`config.mk`:
```
export PLATFORM = sky130hd
export DESIGN_NAME = throw_capture_sequencer_flat
export DESIGN_NICKNAME = d
export VERILOG_FILES = /design/src/rtl/throw_capture_sequencer_pkg.sv /design/src/rtl/throw_capture_sequencer_if.sv /design/src/rtl/throw_capture_sequencer_frame_event_counter.sv /design/src/rtl/throw_capture_sequencer.sv /design/src/flat_wrapper.sv
export SDC_FILE = /design/constraint.sdc
export NUM_CORES = 1
export LEC_CHECK = 0
export ABC_AREA = 1
export BUFFER_PORTS_ARGS = -buffer_cell sky130_fd_sc_hd__buf_2
export CAP_MARGIN = 30
export CORE_AREA = 10 10 77 79
export DETAILED_ROUTE_END_ITERATION = 16
export DIE_AREA = 0 0 87 89
export GPL_TIMING_DRIVEN = 0
export PLACE_DENSITY = 0.68
export SLEW_MARGIN = 20
export SYNTH_ARGS = -nofsm -noshare
export SYNTH_HDL_FRONTEND = slang
export SYNTH_HIERARCHICAL = 1
export SYNTH_SLANG_ARGS = --single-unit
```
`constraint.sdc`:
```
create_clock -name pclk -period 3.65 [get_ports pclk]
set_input_delay 0.365 -clock pclk [delete_from_list [all_inputs] [get_ports pclk]]
set_output_delay 0.365 -clock pclk [all_outputs]
set_load 0.005 [all_outputs]
```
`src/rtl/throw_capture_sequencer_pkg.sv`:
```
// throw_capture_sequencer_pkg: state encoding and frame-end strobe shared with the HDMI controller
package throw_capture_sequencer_pkg;
    localparam int STATE_W = 3;
    typedef enum logic [STATE_W-1:0] {
        SETTLE   = 3'd0,
        ARMED    = 3'd1,
        WAIT_EOF = 3'd2,
        FROZEN   = 3'd3,
        JUDGE    = 3'd4,
        COOLDOWN = 3'd5
    } state_t;
    function automatic logic eof_hit(input int x, input int y, input int img_w, input int img_h);
        return (x == img_w * 2 - 1) && (y == img_h * 2 - 1);
    endfunction
endpackage

```
`src/rtl/throw_capture_sequencer_if.sv`:
```
// throw_capture_sequencer_if: display counters, camera gating and judgement handshake
interface throw_capture_sequencer_if #(
    parameter int H_MAX = 800,
    parameter int V_MAX = 525
);
    logic [$clog2(H_MAX)-1:0] x_pixel;
    logic [$clog2(V_MAX)-1:0] y_pixel;
    logic                     trig;
    logic                     cam_we_in;
    logic                     cam_we_out;
    logic                     freeze;
    logic                     judge_start;
    logic                     judge_done;
    logic                     busy;
    logic [15:0]              cap_count;
    logic                     err_timeout;
    logic [2:0]               state_dbg;
    modport master (
        output x_pixel, y_pixel, trig, cam_we_in, judge_done,
        input  cam_we_out, freeze, judge_start, busy, cap_count, err_timeout, state_dbg
    );
    modport slave (
        input  x_pixel, y_pixel, trig, cam_we_in, judge_done,
        output cam_we_out, freeze, judge_start, busy, cap_count, err_timeout, state_dbg
    );
endinterface

```
`src/rtl/throw_capture_sequencer_frame_event_counter.sv`:
```
// frame_event_counter: 8-bit eof counter with clear and terminal-count hit
module frame_event_counter (
    input  logic       pclk,
    input  logic       rstn,
    input  logic       clr,
    input  logic       inc,
    input  logic [7:0] target,
    output logic       hit
);
    logic [7:0] cnt;
    always_ff @(posedge pclk) begin
        if (!rstn || clr) cnt <= '0;
        else if (inc) cnt <= cnt + 8'd1;
    end
    assign hit = inc && (cnt == target);
endmodule

```
`src/rtl/throw_capture_sequencer.sv`:
```
// throw_capture_sequencer: freezes the frame buffer around a throw and paces judgement in frames
module throw_capture_sequencer
    import throw_capture_sequencer_pkg::*;
#(
    parameter int IMG_W           = 320,
    parameter int IMG_H           = 240,
    parameter int H_MAX           = 800,
    parameter int V_MAX           = 525,
    parameter int SETTLE_FRAMES   = 10,
    parameter int HOLD_FRAMES     = 30,
    parameter int JUDGE_TO_FRAMES = 60,
    parameter int COOL_FRAMES     = 15
) (
    input logic pclk,
    input logic rstn,
    throw_capture_sequencer_if.slave bus
);
    localparam int XW = $clog2(H_MAX);
    localparam int YW = $clog2(V_MAX);
    state_t        state, nxt;
    logic [XW-1:0] x;
    logic [YW-1:0] y;
    logic          eof, hit, err_set;
    logic [7:0]    target;
    assign x   = bus.x_pixel;
    assign y   = bus.y_pixel;
    assign eof = eof_hit(int'(x), int'(y), IMG_W, IMG_H);
    assign target = state == SETTLE ? 8'(SETTLE_FRAMES - 1) :
                    state == FROZEN ? 8'(HOLD_FRAMES - 1) :
                    state == JUDGE  ? 8'(JUDGE_TO_FRAMES - 1) : 8'(COOL_FRAMES - 1);
    // Counter restarts on every state entry, so each state measures its own frames
    frame_event_counter u_fcnt (
        .pclk   (pclk),
        .rstn   (rstn),
        .clr    (nxt != state),
        .inc    (eof),
        .target (target),
        .hit    (hit)
    );
    always_comb begin
        nxt     = state;
        err_set = 1'b0;
        case (state)
            SETTLE:   nxt = hit ? ARMED : SETTLE;
            ARMED:    nxt = bus.trig ? WAIT_EOF : ARMED;
            WAIT_EOF: nxt = eof ? FROZEN : WAIT_EOF;
            FROZEN:   nxt = hit ? JUDGE : FROZEN;
            JUDGE: begin
                nxt     = (bus.judge_done || hit) ? COOLDOWN : JUDGE;
                err_set = hit && !bus.judge_done;
            end
            COOLDOWN: nxt = hit ? ARMED : COOLDOWN;
            default:  nxt = SETTLE;
        endcase
    end
    always_ff @(posedge pclk) begin
        if (!rstn) begin
            state           <= SETTLE;
            bus.freeze      <= 1'b0;
            bus.judge_start <= 1'b0;
            bus.busy        <= 1'b1;
            bus.cap_count   <= '0;
            bus.err_timeout <= 1'b0;
        end else begin
            state           <= nxt;
            bus.freeze      <= nxt == FROZEN || nxt == JUDGE;
            bus.judge_start <= state == FROZEN && nxt == JUDGE;
            bus.busy        <= nxt != ARMED;
            if (state == ARMED && bus.trig && bus.cap_count != 16'hFFFF)
                bus.cap_count <= bus.cap_count + 16'd1;
            if (err_set) bus.err_timeout <= 1'b1;
        end
    end
    assign bus.state_dbg  = state;
    assign bus.cam_we_out = bus.cam_we_in & ~bus.freeze;
endmodule

```
`src/flat_wrapper.sv`:
```
// flat-port wrapper written by rule: the top's interface ports become plain ports
module throw_capture_sequencer_flat import throw_capture_sequencer_pkg::*;
#(
    parameter int IMG_W           = 320,
    parameter int IMG_H           = 240,
    parameter int H_MAX           = 800,
    parameter int V_MAX           = 525,
    parameter int SETTLE_FRAMES   = 10,
    parameter int HOLD_FRAMES     = 30,
    parameter int JUDGE_TO_FRAMES = 60,
    parameter int COOL_FRAMES     = 15
)
  (pclk, rstn, bus_x_pixel, bus_y_pixel, bus_trig, bus_cam_we_in, bus_judge_done, bus_cam_we_out, bus_freeze, bus_judge_start, bus_busy, bus_cap_count, bus_err_timeout, bus_state_dbg);
  throw_capture_sequencer_if #(.H_MAX(H_MAX), .V_MAX(V_MAX)) bus_i ();
  input logic pclk;
  input logic rstn;
  input wire logic [$bits(bus_i.x_pixel)-1:0] bus_x_pixel;
  input wire logic [$bits(bus_i.y_pixel)-1:0] bus_y_pixel;
  input wire logic [$bits(bus_i.trig)-1:0] bus_trig;
  input wire logic [$bits(bus_i.cam_we_in)-1:0] bus_cam_we_in;
  input wire logic [$bits(bus_i.judge_done)-1:0] bus_judge_done;
  output wire logic [$bits(bus_i.cam_we_out)-1:0] bus_cam_we_out;
  output wire logic [$bits(bus_i.freeze)-1:0] bus_freeze;
  output wire logic [$bits(bus_i.judge_start)-1:0] bus_judge_start;
  output wire logic [$bits(bus_i.busy)-1:0] bus_busy;
  output wire logic [$bits(bus_i.cap_count)-1:0] bus_cap_count;
  output wire logic [$bits(bus_i.err_timeout)-1:0] bus_err_timeout;
  output wire logic [$bits(bus_i.state_dbg)-1:0] bus_state_dbg;
  assign bus_i.x_pixel = bus_x_pixel;
  assign bus_i.y_pixel = bus_y_pixel;
  assign bus_i.trig = bus_trig;
  assign bus_i.cam_we_in = bus_cam_we_in;
  assign bus_i.judge_done = bus_judge_done;
  assign bus_cam_we_out = bus_i.cam_we_out;
  assign bus_freeze = bus_i.freeze;
  assign bus_judge_start = bus_i.judge_start;
  assign bus_busy = bus_i.busy;
  assign bus_cap_count = bus_i.cap_count;
  assign bus_err_timeout = bus_i.err_timeout;
  assign bus_state_dbg = bus_i.state_dbg;
  throw_capture_sequencer #(.IMG_W(IMG_W), .IMG_H(IMG_H), .H_MAX(H_MAX), .V_MAX(V_MAX), .SETTLE_FRAMES(SETTLE_FRAMES), .HOLD_FRAMES(HOLD_FRAMES), .JUDGE_TO_FRAMES(JUDGE_TO_FRAMES), .COOL_FRAMES(COOL_FRAMES)) u_core (.pclk(pclk), .rstn(rstn), .bus(bus_i));
endmodule
```
After elaboration in Yosys (flattened, before gate mapping)
Index checks and enable logic that the tools add are counted.
{"block": "classes", "n_mux": 11, "addsub": 2, "n_bitwise": 2, "n_reduce_logical": 12, "eq_ne": 13}
{"op": "equality test 10 bit, second input constant", "count": 2}
{"op": "case mux 3 bit (6 select lines)", "count": 1}
{"op": "adder 16 x 1 -> 16 bit, second input constant", "count": 1}
{"op": "2-to-1 mux 8 bit", "count": 2}
{"op": "inequality test 16 bit, second input constant", "count": 1}
{"op": "equality test 3 x 2 -> 1 bit, second input constant", "count": 3}
{"op": "equality test 3 bit, second input constant", "count": 3}
{"op": "adder 8 x 1 -> 8 bit, second input constant", "count": 1}
{"op": "equality test 8 bit", "count": 1}
{"op": "logical AND 1 bit", "count": 6}
{"op": "2-to-1 mux 3 bit", "count": 2}
{"op": "2-to-1 mux 6 bit", "count": 1}
{"op": "2-to-1 mux 1 bit", "count": 4}
{"op": "equality test 3 x 1 -> 1 bit, second input constant", "count": 1}
{"op": "logical NOT 3 bit", "count": 1}
{"op": "logical OR 1 bit", "count": 3}
{"op": "inequality test 3 x 1 -> 1 bit, second input constant", "count": 1}
{"op": "inequality test 3 bit", "count": 1}
{"op": "logical NOT 1 bit", "count": 2}
{"op": "2-to-1 mux 2 bit", "count": 1}
{"op": "AND 1 bit", "count": 1}
{"op": "NOT 1 bit", "count": 1}
{"block": "totals", "inputBits": 25, "word_cells": 47, "register_bits": 31, "output_inout_bits": 24}

Depth between registers and ports, before layout
Gate-level depths: netlist of the first run.
{"block": "depth", "ltp_word": 11, "depth_mapped": 20, "mapped_depth_nobuf": 20}

By module
The synthesis of the first run kept the hierarchy.
{"module": "throw_capture_sequencer", "seq_area_each_um2": 460.4, "instances": 1, "cells_each": 229, "area_each_um2": 1440.1}
{"module": "frame_event_counter", "seq_area_each_um2": 160.2, "instances": 1, "cells_each": 86, "area_each_um2": 508.0}

Worst setup path after synthesis of the first run
No wires, ideal clock.
{"block": "synth_path", "path_type": "in2reg", "startpoint": "in bus_y_pixel[1]", "endpoint": "reg u_core.u_fcnt.cnt[3]", "t_required_ns": 3.572, "arrival_ns": 2.725, "setup_ns": 0.078, "path_stages": 18, "n_path_buf": 0, "slack_ns": 0.847, "path_cell_list": "nand2_1 nor2_1 inv_1 nor4_1 inv_1 nor2_1 nand3_1 nor2_1 inv_1 nand2_1 nand3_1 nor2_1 nand2_1 nand2_1 nand3_1 nor2_1 inv_1 nor3_1"}
{"block": "synth_via", "elab_chain_cells": 8, "elab_cells_between_ends": 12, "classes_between": "2 x eq/ne; 6 x mux; 4 x reduce/logical"}
{"item": "start: declaration", "line_no": "flat_wrapper.sv:18", "source": "input wire logic [$bits(bus_i.y_pixel)-1:0] bus_y_pixel;"}
{"item": "equality test 10 bit (*)", "line_no": "throw_capture_sequencer_pkg.sv:13", "source": "return (x == img_w * 2 - 1) && (y == img_h * 2 - 1);"}
{"item": "logical AND 1 bit (*)", "line_no": "throw_capture_sequencer_pkg.sv:13"}
{"item": "named net u_core.eof", "line_no": "throw_capture_sequencer.sv:23", "source": "logic eof, hit, err_set;"}
{"item": "logical AND 1 bit (*)", "line_no": "throw_capture_sequencer_frame_event_counter.sv:15", "source": "assign hit = inc && (cnt == target);"}
{"item": "named net u_core.hit", "line_no": "throw_capture_sequencer.sv:23"}
{"item": "logical OR 1 bit", "line_no": "throw_capture_sequencer.sv:49", "source": "nxt = (bus.judge_done || hit) ? COOLDOWN : JUDGE;"}
{"item": "2-to-1 mux 1 bit", "line_no": "throw_capture_sequencer.sv:49"}
{"item": "case mux 3 bit (6 select lines) (*)", "line_no": "throw_capture_sequencer.sv:43", "source": "case (state)"}
{"item": "inequality test 3 bit (*)", "line_no": "throw_capture_sequencer.sv:35", "source": ".clr (nxt != state),"}
{"item": "logical OR 1 bit (*)", "line_no": "throw_capture_sequencer_frame_event_counter.sv:12", "source": "if (!rstn || clr) cnt <= '0;"}
{"item": "end signal: assignment", "line_no": "throw_capture_sequencer_frame_event_counter.sv:13", "source": "else if (inc) cnt <= cnt + 8'd1;"}
{"item": "end: declaration", "line_no": "throw_capture_sequencer_frame_event_counter.sv:10", "source": "logic [7:0] cnt;"}
The timed path passes the listed nets; every way through them passes the cells marked *.
A chain may end at the register's enable or synchronous reset.

Final worst setup path of the first run
{"block": "layout_path", "startpoint": "in bus_x_pixel[8]", "endpoint": "reg u_core.u_fcnt.cnt[3]"}
{"block": "layout_via", "elab_chain_cells": 8, "elab_cells_between_ends": 12, "classes_between": "2 x eq/ne; 6 x mux; 4 x reduce/logical"}
{"item": "start: declaration", "line_no": "flat_wrapper.sv:17", "source": "input wire logic [$bits(bus_i.x_pixel)-1:0] bus_x_pixel;"}
{"item": "equality test 10 bit (*)", "line_no": "throw_capture_sequencer_pkg.sv:13"}
{"item": "logical AND 1 bit (*)", "line_no": "throw_capture_sequencer_pkg.sv:13"}
{"item": "named net u_core.eof", "line_no": "throw_capture_sequencer.sv:23"}
{"item": "logical AND 1 bit (*)", "line_no": "throw_capture_sequencer_frame_event_counter.sv:15"}
{"item": "named net u_core.hit", "line_no": "throw_capture_sequencer.sv:23"}
{"item": "logical OR 1 bit", "line_no": "throw_capture_sequencer.sv:49"}
{"item": "2-to-1 mux 1 bit", "line_no": "throw_capture_sequencer.sv:49"}
{"item": "case mux 3 bit (6 select lines) (*)", "line_no": "throw_capture_sequencer.sv:43"}
{"item": "inequality test 3 bit (*)", "line_no": "throw_capture_sequencer.sv:35"}
{"item": "logical OR 1 bit (*)", "line_no": "throw_capture_sequencer_frame_event_counter.sv:12"}
Marks and branches as above.

==> results of run 1 <==
-- power by group through the flow --
stage | combinational (mW) | sequential, mW | clock, mW
global placement | 0.0325 | 0.346 | 0
floorplan | 0.0149 | 0.346 | 0
CTS | 0.0328 | 0.338 | 0.268
finish | 0.0322 | 0.338 | 0.258
detailed placement | 0.0326 | 0.346 | 0
global route | 0.0374 | 0.338 | 0.283
-- logic make-up after synthesis --
logic type | Yosys count | share of synthesized area, %
flops | 31 | 31.9
fa+ha+maj | 2 | 1.28
xor+xnor | 10 | 4.50
buf+inv | 54 | 11.2
other cells | 2 | 0.386
compound gates | 32 | 10.1
simple gates | 184 | 40.6
-- layout by cell type (no fill, tap or decap), drive strengths merged --
cell type / n
buf: 52
xor2: 3
xnor2: 7
a21oi: 23
and2: 1
o211ai: 1
nor4: 1
conb: 4
dfxtp: 31
nand3b: 1
clkbuf: 8
nand3: 21
nand2: 93
ha: 2
clkinv: 2
o21ai: 7
nor2: 53
nand4: 6
nor3: 8
a31oi: 1
inv: 49
-- synth_stat cells (3+ instances only) --
library cell	number	share of area, %
nand2_2	4	1.3
nand4_1	6	1.9
nand2_1	89	17
a21oi_1	17	4.4
nor3_1	8	2.1
nor2_2	4	1.3
dfxtp_1	31	32
xnor2_1	7	3.1
inv_2	3	0.58
a21oi_2	6	2.7
o21ai_0	6	1.5
xor2_1	3	1.3
nand3_1	20	5.1
inv_1	46	8.9
nor2_1	47	9.1
-- final cells by class --
cell class                 count  area (um^2)
fill                         481         2190
multi-input combinational    232         1120
sequential                    31          621
timing repair buffer          49          245
inverter                      50          188
clock buffer                   7         76.3
tap                           54         67.6
buffer                         4         31.3
clock inverter                 1         5.00
-- state kept, by name, summed over array words and instances (netlist names) --
name and count:
u_core/u_fcnt/cnt 8, u_core/bus.freeze 1, u_core/bus.err_timeout 1, u_core/bus.busy 1
u_core/bus.cap_count 16, u_core/bus.judge_start 1, u_core/bus.state_dbg 3
-- per-layer routing --
| layer | track usage, % | wire, um |
|---|---|---|
| met1 | 13.7 | 2080 |
| met4 | 4.71 | 73 |
| met5 | 0 | 0 |
| met2 | 22.0 | 2060 |
| met3 | 6.02 | 521 |
-- critical path, cell delays in order --
cell,delay [ns]
buf_2,0.09
nor2_1,0.14
nand3_1,0.11
nor4_1,0.38
buf_2,0.24
inv_1,0.08
nor2_1,0.10
nand3_1,0.10
nor2_1,0.25
inv_1,0.09
nand2_1,0.10
nand3_1,0.07
nor2_1,0.22
nand2_1,0.09
nand2_1,0.06
nand3_1,0.06
nor2_1,0.31
inv_1,0.14
nor3_1,0.19
-- through the flow --
stage | setup WS, ns | hold slack (ns) | instance area [um^2] | setup TNS [ns] | instances
after floorplan | 0.847 | 0.461 | 1960 | 0 | 317
after global placement | -0.0275 | 0.446 | 2260 | -0.0583 | 419
after detailed placement | 0.365 | 0.466 | 2270 | 0 | 420
after CTS | 0.660 | 0.388 | 2350 | 0 | 428
after global routing | 0.210 | 0.394 | 2350 | 0 | 428
final | 0.667 | 0.385 | 2350 | 0 | 428
-- worst max-delay path by stage --
stage                           endpoint      startpoint  slack (ns)
detailed placement  u_core/u_fcnt/cnt[4]  bus_y_pixel[1]        0.37
CTS                 u_core/u_fcnt/cnt[4]  bus_y_pixel[1]        0.66
global route        u_core/u_fcnt/cnt[0]  bus_x_pixel[9]        0.21
floorplan           u_core/u_fcnt/cnt[3]  bus_y_pixel[1]        0.85
finish              u_core/u_fcnt/cnt[3]  bus_x_pixel[8]        0.67
global placement    u_core/u_fcnt/cnt[3]  bus_x_pixel[8]       -0.03
==> metrics, run 1 <==
R2R depth=19; required time of the critical path=between 3 and 4 ns; # port buffers=48; Avg Cell Area, Syn=6.18 um^2; R2R Path End=u_core/u_fcnt/cnt[3]; nets@finish=400; initial core utilization=a little over two fifths; Final HPWL DP=roughly 3800 um; Combinational Power Share=around 5.1%; ant diodes=0; clk sinks=31; total of warnings raised by yosys=6; R2R setup slack=between 0.9 and 1 ns; GP Congestion=around 0.83; outcome=complete, no violations; number of enable flip-flop cells after synthesis=0; I/O pin total=about 50; CTS Buffer Depth=2; crit path DAT=approximately 3.2 ns; post-synthesis sequential area ratio=a little under a third; Hold Crit Endpoint=u_core/bus.cap_count[8]; sequential share of power=a little over half; row cnt=25; Final Total Pwr=~630 uW; postcts setup bufs=0; Post-DRT Antenna Nets=0; Max Cap Viol=0; CP Launch Type=primary input; area of the die=approximately 7700 um^2; Pre-Repair DR Iteration Count=4; All-Layer GR Usage=approximately 13%; Root Buffer=clkbuf_8; Rel. slew slack=between 60% and 70%; first-pass GRT wire length=about 8200 um; Internal=486 uW; clock latency on the worst-skew pair=between 0.2 and 0.3 ns; count of final setup violators=0; CTS tree=yes; average vias per placed instance=roughly 4.7; final hold violations=0; H-tree depth=2; Sw Ratio=22.6%; min Tclk post-route=about 3.0 ns; ys async rst share=0%; worst min path class=primary input to flip-flop; layout cell share with drive strength beyond 1=approximately a fifth; LEAKAGE=~1.1 nW; largest net degree at the start of global routing=11; PwrDens=approximately 270 nW/um^2; layout overhead on the synthesized area=20.6%; Hold Path Stages=3; worst-margin pin slew=~0.6 ns; DRT iter0 DRCs=66; Routed WL=4740 um; reg2reg start=u_core/bus.state_dbg[1]; RSZ-0062 raised after global routing=no; Post-Syn Area=1950 um^2; crit share post-route=between 80 and 90%; ys flop type=dfxtp_1; Crit. End Element=flip-flop; die width=between 80 and 90 um; peak supply drop=136 uV; vias in the first global route=1900; Setup CP Type=primary input to flip-flop; TritonCTS buffer count=5; max-slew violations=0; Clk pwr share=about two fifths; number of library cell types mapped by synthesis=29; crit-path max FO=6; initial antenna violation count=0; Net Sw Power=~140 uW; CORE AREA=4540 um^2; Overflow after GRT=0; clk_skew=about 0.0066 ns; final core utilization=roughly half; Resized cells post-CTS=0; Hold-fix buffers, CTS=0; post-synthesis sequential element count=31; Post-Synthesis Cells=315; DRC viols=0; WL/cell=11.1 um; Vias=roughly 2000; Die Ht=approximately 89 um; clk slew on worst S/H paths=approximately 0.07 ns; Fmax achieved=between 300 and 400 MHz; min-delay src=rstn
Power figures use the tool's default switching activity.
==> run 2: changes to the inputs <==
PLACE_DENSITY = 0.71   (was 0.68)
clock period = 2.7 ns   (was 3.65 ns; I/O delays follow)
==> run 2 against run 1 <==
  * Global-route usage up 0.19 points
  * Design area up 2.9%
  * Wire length up 3.9%
  * Total power up 43%
  * Setup slack worse by 0.35 ns
  * Sequential power up 35%
  * Cell count up 0.23%
  * Count of clock-buffer cells in the layout up 1
  * Non-clock buffer count up 1
  * Highest routed layer is now met3
==> metrics, run 2 (same netlist as run 1, synthesis figures left out) <==
outcome=complete, no violations; average vias per placed instance=about 4.8; Setup CP Type=flip-flop to flip-flop; Hold Worst Slack=0.300 ns; DRC viols=0; Cell Area, Placed=about 2300 um^2; first-pass GRT wire length=about 8600 um; clk slew on worst S/H paths=0.07 ns; DRT iter0 DRCs=85; Post-DRT Antenna Nets=0; die width=between 80 and 90 um; final hold violations=0; final instance area=roughly 2400 um^2; vias in the first global route=between 1500 and 2000; PwrDens=approximately 370 nW/um^2; GP Congestion=around 0.86; most common cell after layout, fill and taps aside=nand2_1; I/O pin total=about 50; layout cell share with drive strength beyond 1=between 20% and 30%; CORE AREA=between 4000 and 5000 um^2; Pre-Repair DR Iteration Count=4; Final HPWL DP=slightly below 4000 um; largest net degree at the start of global routing=11; CTS Buffer Depth=2; required time of the critical path=a little under 3 ns; Rel. slew slack=a little under three fifths; ant diodes=0; # port buffers=48; row cnt=25; crit path DAT=about 2.6 ns; clock latency on the worst-skew pair=about 0.27 ns; clk sinks=31; count of final setup violators=0; Routed WL=around 4900 um; Vias=between 2000 and 2500; Largest Register=u_core/bus.cap_count; LEAKAGE=1.15 nW; critical path's top delay family=simple AND/OR/NAND/NOR gates; CP Launch Type=flip-flop; worst-margin pin slew=between 0.6 and 0.7 ns; Die Ht=a little under 90 um; clk_skew=0.00752 ns; crit share post-route=88.3%; cell with the largest stage delay on the worst path=dfxtp_1; CP bufs+invs=5; WL/cell=11.5 um; area of the die=between 7000 and 8000 um^2; Root Buffer=clkbuf_8; H-tree depth=2; worst min path class=primary input to flip-flop; Fmax achieved=~420 MHz; max-slew violations=0; worst path cell trace=clkbuf_2 -> nor2_2 -> inv_1 -> nand2_1 -> inv_1 -> nand2_1 -> nand2_1 -> nor2_1 -> nand3_1 -> nor2_4 -> inv_1 -> nand2_1 -> nand3_1 -> nor2_2 -> nand2_1 -> nand2_1 -> nand3_1 -> nor2_4 -> inv_1 -> nor3_1; Critical Path Max Stage Delay=roughly 0.31 ns; TritonCTS buffer count=5; nets@finish=approximately 400; setup TNS=0 ns; number of fill cells=slightly below 500; min Tclk post-route=2.38 ns; Crit. End Element=flip-flop; initial core utilization=between 40% and 50%; most used cell, CP=nand2_1; peak supply drop=approximately 400 uV; Largest register FFs=16; crit-path max FO=8; Overflow after GRT=0; commonest non-fill, non-tap cells in the layout=89 x nand2_1, 48 x buf_2, 46 x inv_1; Max Cap Viol=0; initial antenna violation count=0; Hold-fix buffers, CTS=0; All-Layer GR Usage=about an eighth; CTS tree=yes; layout overhead on the synthesized area=24.1%
==> run 2: cell types whose count changed in the layout (fill, tap and decap cells not counted), sizes merged <==
cell    previous run  this run
clkbuf             8         9
buf               52        53
clkinv             2         1
==> run 2: cell type report <==
class,count,area [um^2],share of cell area [%]
flip-flops and latches,31,623,25.8
clock buffers,8,100,4.14
inverters,50,188,7.76
plain buffers,4,31.3,1.29
repair buffers,50,255,10.6
well taps,54,67.6,2.79
multi-input cells,232,1150,47.7
==> run 2: timing repair <==
item                       CTS  global route
setup endpoints to repair    8             8
resized for setup            2             8
pin swaps                    1             2
setup buffers                1             1
==> run 2: report_power, final <==
part           internal (mW)  total, mW  leakage (nW)  switching, mW
Clock                  0.233      0.396        0.0515          0.163
Combinational         0.0206     0.0465         0.852         0.0259
Sequential             0.457      0.457         0.251   0.0000000870
Total                  0.710      0.899          1.15          0.189
==> run 2: final timing paths <==
kind	start	end	slack, ns	cells after the start
max	u_core/bus.state_dbg[2]	u_core/u_fcnt/cnt[2]	0.32	20
min	rstn	u_core/bus.cap_count[14]	0.30	3
max reg2reg	u_core/bus.state_dbg[2]	u_core/u_fcnt/cnt[2]	0.32	20
min reg2reg	u_core/bus.err_timeout	u_core/bus.err_timeout	0.47	2
==> run 2: worst reg2reg max path: cells and delay by family, from the launching register on <==
family / cells / cell delay [ns]
buffers and inverters: 5 / 0.46
flip-flops: 1 / 0.31
AND/OR/NAND/NOR: 15 / 1.56
==> run 2: layer usage <==
metal	routed length (um)	vias to the layer above	global-route usage [%]
met5	0	-	0
met4	0	0	3.24
met3	479	0	5.56
met2	2410	53	22.5
met1	2030	904	14.6
li1	-	1090	-
==> run 2: through the flow <==
stage / utilization, % / cells / total power [mW] / setup slack, ns
2_1_floorplan: - / 317 / 0.488 / 0.186
3_3_place_gp: 50.0 / 419 / 0.511 / -0.504
3_5_place_dp: 50.0 / 419 / 0.512 / -0.582
4_1_cts: 52.7 / 428 / 0.910 / 0.0536
5_1_grt: 53.3 / 429 / 0.937 / -0.0270
6_report: 53.3 / 429 / 0.899 / 0.316
